==> src/rtl/stepper_array.sv <==
// rtl/stepper_array.sv - N-channel step/dir generator with accel-limited ramp and shared active-low enable
// Define STEPPER_POS_COUNT_EN to add per-channel signed step position counters (pos, pos_clear).
module stepper_array #(
  parameter int NUM_CH     = 2,
  parameter int SPEED_W    = 10,
  parameter int MAX_SPEED  = 500,
  parameter int ACC_W      = 24,
  parameter int RAMP_DIV   = 100000,
  parameter int ACCEL_STEP = 4,
  parameter int PULSE_W    = 200,
  parameter int DIR_SETUP  = 100,
  parameter int EN_HOLD    = 1000000
) (
  input  logic                      clock,
  input  logic                      reset,
  input  logic                      run_en,
  input  logic                      estop,
  input  logic                      cmd_valid,
  output logic                      cmd_ready,
  input  logic [$clog2(NUM_CH)-1:0] cmd_ch,
  input  logic signed [SPEED_W-1:0] cmd_speed,
  output logic [NUM_CH-1:0]         step,
  output logic [NUM_CH-1:0]         dir,
  output logic                      en_n,
  output logic [NUM_CH-1:0]         moving,
  output logic [NUM_CH-1:0]         at_target
`ifdef STEPPER_POS_COUNT_EN
  ,
  input  logic                      pos_clear,
  output logic [32*NUM_CH-1:0]      pos
`endif
);

  localparam int RD_W  = (RAMP_DIV > 1) ? $clog2(RAMP_DIV + 1) : 1;
  localparam int SU_W  = (DIR_SETUP > 0) ? $clog2(DIR_SETUP + 1) : 1;
  localparam int PW_W  = (PULSE_W > 1) ? $clog2(PULSE_W + 1) : 1;
  localparam int EH_W  = (EN_HOLD > 1) ? $clog2(EN_HOLD + 1) : 1;
  localparam int SUM_W = ACC_W + SPEED_W;
  localparam logic signed [SPEED_W-1:0] MAX_S  = SPEED_W'(MAX_SPEED);
  localparam logic signed [SPEED_W-1:0] STEP_S = SPEED_W'(ACCEL_STEP);
  localparam logic signed [SPEED_W:0]   STEP_D = (SPEED_W + 1)'(ACCEL_STEP);

  logic                      rdy_q;
  logic                      cmd_fire;
  logic signed [SPEED_W-1:0] cmd_sat;
  logic [RD_W-1:0]           ramp_cnt;
  logic                      tick;
  logic [NUM_CH-1:0]         cur_nz;
  logic [EH_W-1:0]           idle_cnt;
  logic                      active;

  // estop must block a command even in the cycle it first asserts
  assign cmd_ready = rdy_q & ~estop;
  assign cmd_fire  = cmd_valid & cmd_ready;

  always_ff @(posedge clock or posedge reset) begin
    if (reset) rdy_q <= 1'b0;
    else       rdy_q <= 1'b1;
  end

  always_comb begin
    cmd_sat = cmd_speed;
    if (cmd_speed > MAX_S)       cmd_sat = MAX_S;
    else if (cmd_speed < -MAX_S) cmd_sat = -MAX_S;
  end

  assign tick = (ramp_cnt == RD_W'(RAMP_DIV - 1));

  always_ff @(posedge clock or posedge reset) begin
    if (reset)     ramp_cnt <= '0;
    else if (tick) ramp_cnt <= '0;
    else           ramp_cnt <= ramp_cnt + 1'b1;
  end

  for (genvar c = 0; c < NUM_CH; c++) begin : g_ch
    logic signed [SPEED_W-1:0] tgt, eff, cur, goal, nxt;
    logic signed [SPEED_W:0]   diff;
    logic [SPEED_W-1:0]        mag;
    logic [ACC_W-1:0]          acc;
    logic [SUM_W-1:0]          sum;
    logic [SU_W-1:0]           su_cnt;
    logic [PW_W-1:0]           pw_cnt;
    logic                      dir_q, step_q, moving_q, at_q;
    logic                      new_dir, rev, depart, adv, carry;

    assign eff       = (estop | ~run_en) ? '0 : tgt;
    assign mag       = cur[SPEED_W-1] ? $unsigned(-cur) : $unsigned(cur);
    assign sum       = SUM_W'(acc) + SUM_W'(mag);
    assign adv       = (cur != '0) && (su_cnt == '0);
    assign carry     = adv && (sum[SUM_W-1:ACC_W] != '0);
    assign new_dir   = ~goal[SPEED_W-1];
    assign rev       = (new_dir != dir_q);
    // leaving zero the other way waits for the current pulse to finish
    assign depart    = tick && (cur == '0) && (goal != '0) && !(rev && step_q);
    assign cur_nz[c] = (cur != '0);

    assign dir[c]       = dir_q;
    assign step[c]      = step_q;
    assign moving[c]    = moving_q;
    assign at_target[c] = at_q;

    // a moving channel facing an opposite-sign target heads to 0 first
    always_comb begin
      goal = eff;
      if (cur != '0 && (eff == '0 || eff[SPEED_W-1] != cur[SPEED_W-1])) goal = '0;
      diff = (SPEED_W + 1)'(goal) - (SPEED_W + 1)'(cur);
      if (diff > STEP_D)       nxt = cur + STEP_S;
      else if (diff < -STEP_D) nxt = cur - STEP_S;
      else                     nxt = goal;
    end

    always_ff @(posedge clock or posedge reset) begin
      if (reset) begin
        tgt      <= '0;
        cur      <= '0;
        acc      <= '0;
        su_cnt   <= '0;
        pw_cnt   <= '0;
        dir_q    <= 1'b1;
        step_q   <= 1'b0;
        moving_q <= 1'b0;
        at_q     <= 1'b1;
      end else begin
        if (cmd_fire && 32'(cmd_ch) == c) tgt <= cmd_sat;
        moving_q <= (cur != '0);
        at_q     <= (cur == eff);
        if (depart) begin
          cur    <= nxt;
          dir_q  <= new_dir;
          su_cnt <= SU_W'(DIR_SETUP);
          if (rev) acc <= '0;
        end else begin
          if (tick && cur != '0) cur <= nxt;
          if (su_cnt != '0)      su_cnt <= su_cnt - 1'b1;
          if (adv)               acc <= sum[ACC_W-1:0];
        end
        // carries landing inside a pulse are dropped
        if (step_q) begin
          if (pw_cnt == '0) step_q <= 1'b0;
          else              pw_cnt <= pw_cnt - 1'b1;
        end else if (carry) begin
          step_q <= 1'b1;
          pw_cnt <= PW_W'(PULSE_W - 1);
        end
      end
    end

`ifdef STEPPER_POS_COUNT_EN
    logic        step_d;
    logic [31:0] pos_q;

    always_ff @(posedge clock or posedge reset) begin
      if (reset) begin
        step_d <= 1'b0;
        pos_q  <= '0;
      end else begin
        step_d <= step_q;
        if (pos_clear)              pos_q <= '0;
        else if (step_q && !step_d) pos_q <= dir_q ? pos_q + 32'd1 : pos_q - 32'd1;
      end
    end

    assign pos[32*c +: 32] = pos_q;
`endif
  end

  assign active = (|cur_nz) | (|step);

  // en_n release ignores estop so decelerating motors stay powered
  always_ff @(posedge clock or posedge reset) begin
    if (reset) begin
      en_n     <= 1'b1;
      idle_cnt <= '0;
    end else if (active) begin
      en_n     <= 1'b0;
      idle_cnt <= '0;
    end else if (!en_n) begin
      if (idle_cnt == EH_W'(EN_HOLD - 1)) begin
        en_n     <= 1'b1;
        idle_cnt <= '0;
      end else begin
        idle_cnt <= idle_cnt + 1'b1;
      end
    end
  end

endmodule

==> config.mk <==
export PLATFORM = sky130hd
export DESIGN_NAME = stepper_array
export DESIGN_NICKNAME = d
export VERILOG_FILES = /design/src/rtl/stepper_array.sv
export SDC_FILE = /design/constraint.sdc
export NUM_CORES = 1
export LEC_CHECK = 0
export BUFFER_PORTS_ARGS = -buffer_cell sky130_fd_sc_hd__buf_4
export CORE_MARGIN = 2
export CORE_UTILIZATION = 30
export DETAILED_ROUTE_END_ITERATION = 8
export SLEW_MARGIN = 25
export SYNTH_ARGS = -nofsm -noshare
export SYNTH_HDL_FRONTEND = slang
export SYNTH_SLANG_ARGS = --single-unit
export TNS_END_PERCENT = 30
==> constraint.sdc <==
create_clock -name clock -period 7.88 [get_ports clock]
set_input_delay 0.394 -clock clock [delete_from_list [all_inputs] [get_ports clock]]
set_output_delay 0.394 -clock clock [all_outputs]
set_load 0.005 [all_outputs]
* Word-level counts from Yosys, hierarchy flattened
Cells that the tools add are included.
** Cells by class
- Magnitude comparators :: 6
- Reduce and logical (&&, ||, !) cells :: 52
- Add/subtract/negate cells :: 16
- Bitwise gates (word level) :: 9
- Muxes and demuxes :: 45
- Equal/unequal tests :: 13
** Operators by type and width (count)
- 10-bit 2-to-1 mux :: 16
- 24-bit 2-to-1 mux :: 6
- 20-bit 2-to-1 mux :: 3
- 10-bit nonzero test :: 6
- 24-bit by 10-bit adder with 25-bit output :: 2
- 8-bit 2-to-1 mux :: 6
- 10-bit zero test :: 4
- 7-bit 2-to-1 mux :: 4
- 11-bit by 4-bit > comparator with 1-bit output, second input constant :: 2
- 11-bit by 3-bit < comparator with 1-bit output, second input constant :: 2
- 10-bit by 10-bit subtractor with 11-bit output :: 2
- 10-bit by 4-bit adder with 10-bit output, second input constant :: 2
- 20-bit by 1-bit adder with 20-bit output, second input constant :: 1
- 10-bit == test :: 2
- 20-bit == test, second input constant :: 1
- 10-bit negator :: 2
- 10-bit by 4-bit subtractor with 10-bit output, second input constant :: 2
- 1-bit logical AND :: 18
- 17-bit by 1-bit adder with 17-bit output, second input constant :: 1
- 17-bit == test, second input constant :: 1
- 17-bit 2-to-1 mux :: 1
- 8-bit zero test :: 2
- 2-bit nonzero test :: 8
- 8-bit by 1-bit subtractor with 8-bit output, second input constant :: 2
- 16 further kinds :: 45
** Word-level totals
- Word-level logic and storage cells :: 163
- Output and inout port bits :: 10
- Bits of input ports :: 16
- Register bits after elaboration :: 165

* Logic depth before layout (Yosys ltp)
Gate-level depths: netlist of the first run.
- Depth in word-level cells :: 14
- Mapped depth :: 21
- Mapped depth without buffers :: 18

* Least setup slack after synthesis of the first run
OpenSTA, ideal clock, no wires.
- Kind :: register to register
- From :: register g_ch[0].cur[3]
- To :: register g_ch[0].cur[6]
- Period minus slack after synthesis :: 4.462 ns
- Arrival :: 4.339 ns
- Buffers on the path :: 2
- Setup time :: 0.123 ns
- Cell stages (with the launch flop) :: 21
- Setup slack :: 3.418 ns
- Cells stage by stage :: dfrtp_1 -> clkbuf_1 -> inv_1 -> ha_1 -> and4bb_1 -> nand2_1 -> a21oi_1 -> clkbuf_1 -> nand2_1 -> ha_1 -> inv_1 -> fa_1 -> a211oi_1 -> o21ai_1 -> a21oi_1 -> xor2_1 -> or3_1 -> o41ai_4 -> mux2_4 -> mux2i_1 -> a21oi_1
** On the way
- Longest elaborated chain between the ends :: 9
** Ends and longest elaborated chain
- start: declaration :: RTL line 76 : logic signed [SPEED_W-1:0] tgt, eff, cur, goal, nxt;
- start signal: assignment :: RTL line 128 : cur <= nxt;
- start signal: assignment :: RTL line 133 : if (tick && cur != '0) cur <= nxt;
- 10-bit nonzero test (*)
- via cur_nz[0] :: RTL line 48 : logic [NUM_CH-1:0] cur_nz;
- 1-bit logical AND :: RTL line 105 : if (cur != '0 && (eff == '0 || eff[SPEED_W-1] != cur[SPEED_W-1])) goal = '0;
- 10-bit 2-to-1 mux :: RTL line 105
- 10-bit by 10-bit subtractor with 11-bit output / 1-bit NOT (equally long branches) :: RTL line 106, 91
- 11-bit by 3-bit < comparator with 1-bit output / 1-bit != test (equally long branches) :: RTL line 108, 92
- 10-bit 2-to-1 mux / 1-bit logical AND (equally long branches) :: RTL line 108, 94
- 10-bit 2-to-1 mux / 1-bit zero test (equally long branches) :: RTL line 107, 94
- 10-bit 2-to-1 mux / 1-bit logical AND (equally long branches) :: RTL line 133, 94
- 10-bit 2-to-1 mux / 2-bit nonzero test (equally long branches)
The timed path passes the listed nets; every way through them passes the cells marked *. The select of a mux whose other input is x is not followed.
A chain may end at the register's enable or synchronous reset.

* Worst setup path in the final report of the first run
- From :: register g_ch[0].cur[2]
- To :: register g_ch[0].cur[6]
The elaborated chain is that of the path after synthesis.

==> results.cfg, run 1 <==
[yosys]
avgSynthCellArea_um2 = 8.61
synth_common_cells = dfrtp_1 (160), nand2_1 (157), nor2_1 (106)
synth-edff-count = 0
async_flop_share_pct = 100
synth_top_family_by_area = simple AND/OR/NAND/NOR gates
ys_seq_area_share_pct = 36.5
synth-simple-area-share_pct = 24.4
netlist_top_cells_area = dfrtp_1 (35%), ha_1 (6.1%), xnor2_1 (5.6%)
ys.flop_type = dfrtp_1
synth_nets = 1390
synth_cell_types = 93
yosys_warnings = 0
synth_xor_area_share_pct = 8.27
synth.area.mux_share_pct = 1.38
synth_compound_area_share_pct = 18.1
synthAdderAreaFrac_pct = 6.79
synth_seq_cells = 165
syn_inst = 1315
synth_most_common_cell = dfrtp_1
synth.top_cell.area_share_pct = 35.4
synth_area_um2 = 11300
yosys.area.top_type = dfrtp_1

[sta]
fin_ws_ns = 2.75
rsz0062_at_grt = false
min_period_over_period_pct = 65.2
setup_violations = 0
fmax_mhz = 195
fin_hold_ws_ns = 0.129
fin_tns_setup_ns = 0
worst_pin_slew_ns = 0.873
fin_worst_skew_ns = 0.00856
slew_headroom_pct = 41.3
slew_violations = 0
period_needed_ns = 5.13
hold_viol = 0

[pwr]
power_mw = 1.99
p_per_area_nw_per_um2 = 159
ir_drop_uv = 146
power_leakage_nw = 5.18

[final_layout]
diodes = 0
layout-drive-gt1-share_pct = 7.80
final_design_area_no_fill_um2 = 12500
final_core_util_pct = 33.4
syn2layout_area_growth_pct = 10.3
finalNetCount = 1383
finalNonFillerCells = 1832

[clock_tree]
cts.path.max_buffers = 2
cts_root_buf = clkbuf_16
cts_resized = 0
cts.sink_count = 165
htreeDepth = 4
path_clk_slew_ns = 0.06
cts_buffers = 17
clock_latency_ns = 0.44
cts_hold_buf = 0
post_cts_buffers = 0
cts_tree = yes

[critical_path]
arrival_ns = 5.45
cp.required_ns = 8.20
r2r_cells = 16
reg2reg_to = g_ch[0].cur[6]
r2r_start = g_ch[0].cur[2]
path_max_fanout = 11
setup.worst_path.start_class = flop
path_class = flop to flop
ff2ff_setup_slack_ns = 2.75
crit_path_end_kind = flop

[floorplanning]
fp.dieH_um = 198
rows = 71
num_io_pins = 26
die_w_um = 198
die-area_um2 = 39300
initial_core_util_pct = 30.3
core_um2 = 37400

[detailed_routing]
via_per_inst = 5.20
postRouteAntennaNets = 0
drt-initial-drc-count = 670
dr.pass1.iters = 5
drt-total-wl_mm = 26.7
wl_per_cell_um = 14.5
drcViolationCount = 0
vias = 9519

[global_routing]
grt_pass1_wl_mm = 45.4
grt_util_met2_pct = 22.2
antenna_found_initial = 0
grt.busiest_layer = met2
grt_pass1_vias = 9087
grt_use_met1_pct = 19.4
grt_max_degree = 90
grt_util_all_layers_pct = 14.1
grtUsageMet3_pct = 2.50
gr-total-overflow = 0

[placed_design]
dpl_cell_area_um2 = 11900
gp_congestion = 0.880
port-buffer-count = 25
hpwl_mm = 19.4
pre_cts_ws_ns = 2.82
place_inst = 1800

[run]
cap_violations = 0

[worst_hold_path]
hold_class = input port to async pin

[run_status]
status = finished, final reports clean
[kinds of logic (layout without fill, tap and decap cells)]
kind of cell | count (synthesis) | count (layout)
compound gates | 322 | 322
buf+inv | 112 | 118
fa+ha+maj | 59 | 59
simple gates | 535 | 535
xor+xnor | 106 | 106
mux | 15 | 15
flops | 165 | 165
other cells | 1 | 1
[sequential cells by signal, summed over array words and instances, names as in the netlist, 14 cells and up]
signal / flops
g_ch.pw_cnt: 16
g_ch.su_cnt: 14
idle_cnt: 20
g_ch.acc: 48
g_ch.tgt: 20
ramp_cnt: 17
g_ch.cur: 20
[layer usage]
layer | vias up | routed length (um)
met3 | 56 | 1010
met5 | - | 0
met1 | 4560 | 13100
met4 | 0 | 564
met2 | 197 | 12000
li1 | 4706 | -
[placed cells by master, fill, tap and decap left out, types with 6 or more instances in the layout]
master,synthesis,layout
mux2i_1,13,13
nor2_1,106,106
and2_1,23,23
nor4_1,16,15
nor4b_1,12,12
and3_1,18,18
o21ai_0,89,89
o32ai_1,7,7
nor3_1,31,31
o31ai_1,21,21
nand2_1,157,157
or4_1,9,9
and4_1,6,6
buf_4,8,28
xor2_1,33,33
a21o_1,18,18
inv_1,55,54
a31oi_1,23,23
ha_1,55,55
or3_1,21,21
clkbuf_16,0,17
nor2b_1,12,12
o21ai_1,11,11
or2_2,6,6
xnor2_1,72,72
nand3_1,55,55
dfrtp_1,160,160
o22ai_1,9,9
nand4_1,22,22
a21oi_1,75,75
nand2b_1,11,11
o211ai_1,7,7
o21bai_1,9,9
[where the power goes]
| part | switching (mW) | internal [mW] | leakage, nW |
|---|---|---|---|
| clock | 0.356 | 0.486 | 0.273 |
| combinational | 0.140 | 0.0980 | 2.94 |
| sequential | 0.0392 | 0.868 | 1.97 |
[area by class of cell]
class / instances / area, um2
flip-flops and latches: 165 / 4140
inverters: 57 / 219
fillers: 3864 / 24900
clock buffers: 22 / 464
repair buffers: 29 / 221
clock inverters: 10 / 121
well taps: 511 / 639
multi-input cells: 1038 / 6680
[worst max-delay path by stage]
stage	depth (start not counted)	endpoint	slack, ns	from
finish	16	g_ch[0].cur[6]	2.75	g_ch[0].cur[2]
global route	16	g_ch[0].cur[6]	2.26	g_ch[0].cur[2]
detailed placement	16	g_ch[0].cur[6]	2.82	g_ch[0].cur[2]
global placement	16	g_ch[0].cur[6]	2.95	g_ch[0].cur[2]
CTS	16	g_ch[0].cur[6]	2.78	g_ch[0].cur[2]
floorplan	1	g_ch[0].acc[0]	3.03	reset
[critical path, cell delays in order (launching register included)]
cell,delay (ns)
dfrtp_1,0.45
inv_1,0.25
ha_1,0.21
and4bb_1,0.32
nand2_1,0.23
a21oi_1,0.66
and2_1,0.25
ha_1,0.29
a211oi_1,0.35
o21ai_1,0.12
a21oi_1,0.18
xor2_1,0.09
or3_1,0.44
o41ai_4,0.59
mux2_4,0.35
mux2i_1,0.14
a21oi_1,0.09
No activity file was read; power rests on OpenSTA's default activity.
==> run 2: changes to the inputs <==
ABC_AREA = 1   (was not set)
clock period = 5.3 ns   (was 7.88 ns; I/O delays follow)
==> results.cfg, run 2 <==
[clock_tree]
cts_resized = 0
path_clk_slew_ns = 0.07
cts.path.max_buffers = 2
cts_hold_buf = 1
cts.sink_count = 165
cts_tree = yes
post_cts_buffers = 0
htreeDepth = 4
clock_latency_ns = 0.44
cts_root_buf = clkbuf_16
cts_buffers = 17

[detailed_routing]
via_per_inst = 4.70
drt-total-wl_mm = 28.0
dr.pass1.iters = 5
wl_per_cell_um = 12.5
postRouteAntennaNets = 0
drt-initial-drc-count = 662
drcViolationCount = 0
vias = 10546

[floorplanning]
fp.dieH_um = 203
die-area_um2 = 41300
num_io_pins = 26
core_um2 = 38900
initial_core_util_pct = 30.6
rows = 72
die_w_um = 203

[pwr]
seqPwrFrac_pct = 41.6
power_leakage_nw = 6.83
power_mw = 3.19
ir_drop_uv = 179
intPower_mw = 2.20
p_comb_share_pct = 18.8
clkPwrFrac_pct = 39.6
p_switching_uw = 985
p_per_area_nw_per_um2 = 242
switching_share_pct = 30.9

[yosys]
synth_seq_cells = 165
synth_cell_types = 57
synth_most_common_cell = nand2_1
yosys.area.top_type = dfrtp_1
syn_inst = 1699
synth-edff-count = 0
synth.top_cell.area_share_pct = 33.6
synth_common_cells = nand2_1 (503), inv_1 (219), dfrtp_1 (160)
ys_seq_area_share_pct = 34.7
ys.flop_type = dfrtp_1
yosys_warnings = 0
avgSynthCellArea_um2 = 7.01
synth_nets = 1774
synth_area_um2 = 11900
async_flop_share_pct = 100
netlist_top_cells_area = dfrtp_1 (34%), nand2_1 (16%), inv_1 (6.9%)

[global_routing]
grt_pass1_wl_mm = 47.8
grt_pass1_vias = 10194
grt_max_degree = 64
gr-total-overflow = 0
grt_util_all_layers_pct = 13.9
antenna_found_initial = 0

[sta]
min_period_over_period_pct = 80.9
rsz0062_at_grt = false
fin_ws_ns = 1.01
hold_viol = 0
fin_hold_ws_ns = 0.189
period_needed_ns = 4.29
fin_tns_setup_ns = 0
setup_violations = 0
slew_headroom_pct = 46.1
fmax_mhz = 233
worst_pin_slew_ns = 0.809
slew_violations = 0
fin_worst_skew_ns = 0.0140

[final_layout]
layout-drive-gt1-share_pct = 6.83
largest_reg_flops = 48
syn2layout_area_growth_pct = 10.6
mostFrequentLayoutCells = nand2_1 (503), inv_1 (218), dfrtp_1 (160)
diodes = 0
regMostFlops = g_ch.acc
final_core_util_pct = 33.8
finalNetCount = 1790
nFillCells = 4170
finalNonFillerCells = 2246
final_design_area_no_fill_um2 = 13200
layout_commonest_cell = nand2_1

[critical_path]
path_max_fanout = 10
path_class = flop to flop
cp.required_ns = 5.62
critPathMaxStageDelay_ns = 0.50
setup.worst_path.start_class = flop
cp_top_family = simple AND/OR/NAND/NOR gates
crit_chain = inv_1 > ha_1 > nand2_1 > inv_1 > nand3_1 > nand3b_4 > nand2_2 > inv_1 > nor2_1 > inv_1 > ha_1 > inv_1 > fa_1 > o21ai_0 > nand3_1 > nor3_1 > nand4_1 > nand2_1 > inv_1 > nand2_1 > nand2_1 > nand2_1 > nand2_1
arrival_ns = 4.61
r2r_start = g_ch[1].cur[2]
cp_num_buf_inv = 6
crit_path_end_kind = flop
slowest_stage = dfrtp_1
critPathLaunch = g_ch[1].cur[2]

[placed_design]
pre_cts_ws_ns = 1.05
place_inst = 2213
gp_congestion = 0.925
dpl_cell_area_um2 = 12600
hpwl_mm = 21.3
port-buffer-count = 25

[worst_hold_path]
hold_class = input port to flop
worstHoldStart = cmd_speed[0]

[run_status]
status = finished, final reports clean

[run]
cap_violations = 0
## run 2: cell families (layout without fill, tap and decap cells)
| logic type | after synthesis | in the layout | share of synthesized area, % |
|---|---|---|---|
| mux | 4 | 4 | 0.357 |
| simple gates | 914 | 914 | 33.3 |
| fa+ha+maj | 59 | 59 | 6.45 |
| flops | 165 | 165 | 34.7 |
| other cells | 1 | 1 | 0.0315 |
| buf+inv | 270 | 299 | 9.19 |
| xor+xnor | 88 | 88 | 6.48 |
| compound gates | 198 | 198 | 9.42 |
## run 2: power groups by stage
stage	combinational, mW	clock, mW	sequential, mW
2_1_floorplan	0.463	0	1.34
3_3_place_gp	0.593	0	1.35
3_5_place_dp	0.596	0	1.35
4_1_cts	0.599	1.29	1.33
5_1_grt	0.688	1.35	1.33
6_report	0.599	1.26	1.33
## run 2: per-layer routing
layer | up-vias | GRT usage (%) | wire [um]
met3 | 32 | 2.32 | 768
met4 | 0 | 4.69 | 554
met1 | 4861 | 18.1 | 13600
met5 | - | 0 | 0
met2 | 140 | 23.5 | 13100
li1 | 5513 | - | -
## run 2: path summary, 6_finish.rpt
path / to / slack (ns) / cells past startpoint
min: g_ch[0].tgt[0] / 0.19 / 3
max reg2reg: g_ch[1].cur[3] / 1.01 / 23
min in group asynchronous: idle_cnt[10] / 0.43 / 3
min reg2reg: g_ch[1].acc[0] / 0.48 / 2
max: g_ch[1].cur[3] / 1.01 / 23
max in group asynchronous: g_ch[0].acc[2] / 3.59 / 4
## run 2: worst reg2reg max path, stage by stage (launching register included)
cell      delay, ns
dfrtp_1        0.50
inv_1          0.29
ha_1           0.23
nand2_1        0.08
inv_1          0.07
nand3_1        0.11
nand3b_4       0.27
nand2_2        0.21
inv_1          0.10
nor2_1         0.14
inv_1          0.06
ha_1           0.18
inv_1          0.11
fa_1           0.42
o21ai_0        0.20
nand3_1        0.11
nor3_1         0.21
nand4_1        0.13
nand2_1        0.28
inv_1          0.22
nand2_1        0.10
nand2_1        0.07
nand2_1        0.06
nand2_1        0.05
## run 2: layout make-up
| type | count | area (um2) | area share, % |
|---|---|---|---|
| tap | 518 | 648 | 4.92 |
| clock inverter | 15 | 166 | 1.26 |
| multi-input combinational | 1264 | 6670 | 50.7 |
| timing repair buffer | 29 | 220 | 1.67 |
| clock buffer | 17 | 425 | 3.23 |
| sequential | 165 | 4140 | 31.4 |
| inverter | 238 | 898 | 6.82 |
==> run 3: changes to the inputs <==
ABC_AREA = 0   (was 1)
clock period = 4.3 ns   (was 5.3 ns; I/O delays follow)
==> results.cfg, run 3 (synthesized netlist as in run 1, its figures left out) <==
[detailed_routing]
postRouteAntennaNets = 0
drt-total-wl_mm = 28.0
drt-initial-drc-count = 936
drcViolationCount = 0
via_per_inst = 5.16
wl_per_cell_um = 14.7
vias = 9800
dr.pass1.iters = 6

[global_routing]
grt_util_all_layers_pct = 14.6
grt_max_degree = 166
grt_pass1_vias = 9447
grt_pass1_wl_mm = 47.1
antenna_found_initial = 0
gr-total-overflow = 0

[final_layout]
mostFrequentLayoutCells = dfrtp_1 (160), nand2_1 (156), nor2_1 (106)
finalNonFillerCells = 1901
syn2layout_area_growth_pct = 17.2
final_core_util_pct = 35.5
largest_reg_flops = 48
layout_commonest_cell = dfrtp_1
regMostFlops = g_ch.acc
layout-drive-gt1-share_pct = 14.3
finalNetCount = 1452
diodes = 0

[placed_design]
gp_congestion = 0.902
place_inst = 1860
hpwl_mm = 20.0
pre_cts_ws_ns = -0.0270
port-buffer-count = 25

[sta]
worst_pin_slew_ns = 0.819
fin_hold_ws_ns = 0.120
slew_headroom_pct = 45.2
rsz0062_at_grt = true
hold_viol = 0
setup_violations = 0
fmax_mhz = 243
period_needed_ns = 4.12
fin_worst_skew_ns = 0.0119
slew_violations = 0
min_period_over_period_pct = 95.9
fin_ws_ns = 0.177
fin_tns_setup_ns = 0

[floorplanning]
rows = 71
die_w_um = 198
fp.dieH_um = 198
die-area_um2 = 39300
core_um2 = 37400
num_io_pins = 26
initial_core_util_pct = 30.3

[clock_tree]
htreeDepth = 4
path_clk_slew_ns = 0.07
cts.sink_count = 165
cts_root_buf = clkbuf_16
cts_buffers = 17
cts.path.max_buffers = 2
clock_latency_ns = 0.43
cts_tree = yes

[critical_path]
r2r_cells = 18
crit_path_end_kind = flop
path_max_fanout = 6
cp.required_ns = 4.61
setup.worst_path.start_class = flop
path_class = flop to flop
arrival_ns = 4.43

[run]
cap_violations = 0

[worst_hold_path]
hold_path_depth = 3
hold_class = input port to flop

[pwr]
p_per_area_nw_per_um2 = 290
ir_drop_uv = 257
power_leakage_nw = 5.62

[run_status]
status = finished, final reports clean
==> run 3: cell types whose count changed in the layout (fill, tap and decap cells not counted), sizes merged, moves of 19 or more <==
cell	previous run	this run
xnor2	14	72
nand2	517	157
or3	3	24
nor2	151	110
buf	28	97
xor2	74	34
a21oi	58	77
nand3	150	55
inv	238	56
and2	2	24
==> run 3: what timing repair did <==
item / in CTS / in global routing
hold buffers: 0 / 1
endpoints found under the hold margin: 0 / 45
setup buffers: 0 / 6
endpoints found under the setup margin: 1 / 20
cloned: 0 / 1
pin swaps: 0 / 11
resized for setup: 1 / 39
==> run 3: cell type report <==
cell class                 instances  area, um2
timing repair buffer              98        785
sequential                       165       4140
clock inverter                    11        149
clock buffer                      21        470
fill                            3801      24100
inverter                          57        218
tap                              511        639
multi-input combinational       1038       6870
==> run 3: final timing paths <==
check                                     to               from  slack [ns]
hold reg to reg            g_ch[1].pw_cnt[0]  g_ch[1].pw_cnt[0]        0.47
max in group asynchronous     g_ch[0].tgt[6]              reset        3.00
hold / removal                g_ch[1].tgt[1]       cmd_speed[1]        0.12
min in group asynchronous        idle_cnt[6]              reset        0.39
setup reg to reg              g_ch[1].cur[6]     g_ch[1].cur[0]        0.18
setup / recovery              g_ch[1].cur[6]     g_ch[1].cur[0]        0.18
==> run 3: power breakdown <==
part           switching (mW)  internal, mW
Combinational           0.342         0.267
Clock                   0.658         0.963
Sequential             0.0325          1.59
==> run 3: layer usage <==
metal / part of all wire [%] / wire, um / GRT usage (%)
met4: 1.8 / 500 / 4.40
met5: 0 / 0 / 0
met1: 49 / 13600 / 20.3
met2: 46 / 12800 / 23.1
met3: 3.7 / 1040 / 2.44
==> run 3: through the flow <==
step                area (um2)  total power, mW
finish                   13300             3.85
global route             13300             4.03
CTS                      13000             3.83
detailed placement       12400             2.20
global placement         12400             2.19
floorplan                11300             2.01
==> run 3: worst max-delay path: stages (launching register included) <==
cell,delay [ns]
dfrtp_1,0.34
inv_1,0.08
ha_4,0.19
nand4bb_4,0.12
nor4_4,0.06
buf_4,0.14
or2_2,0.31
and2_1,0.19
buf_4,0.14
fa_2,0.37
a211oi_4,0.31
o21bai_1,0.11
a21oi_1,0.17
xnor2_1,0.11
or4_4,0.56
o21ai_4,0.23
a2bb2o_1,0.30
a22oi_1,0.15
o22ai_1,0.10
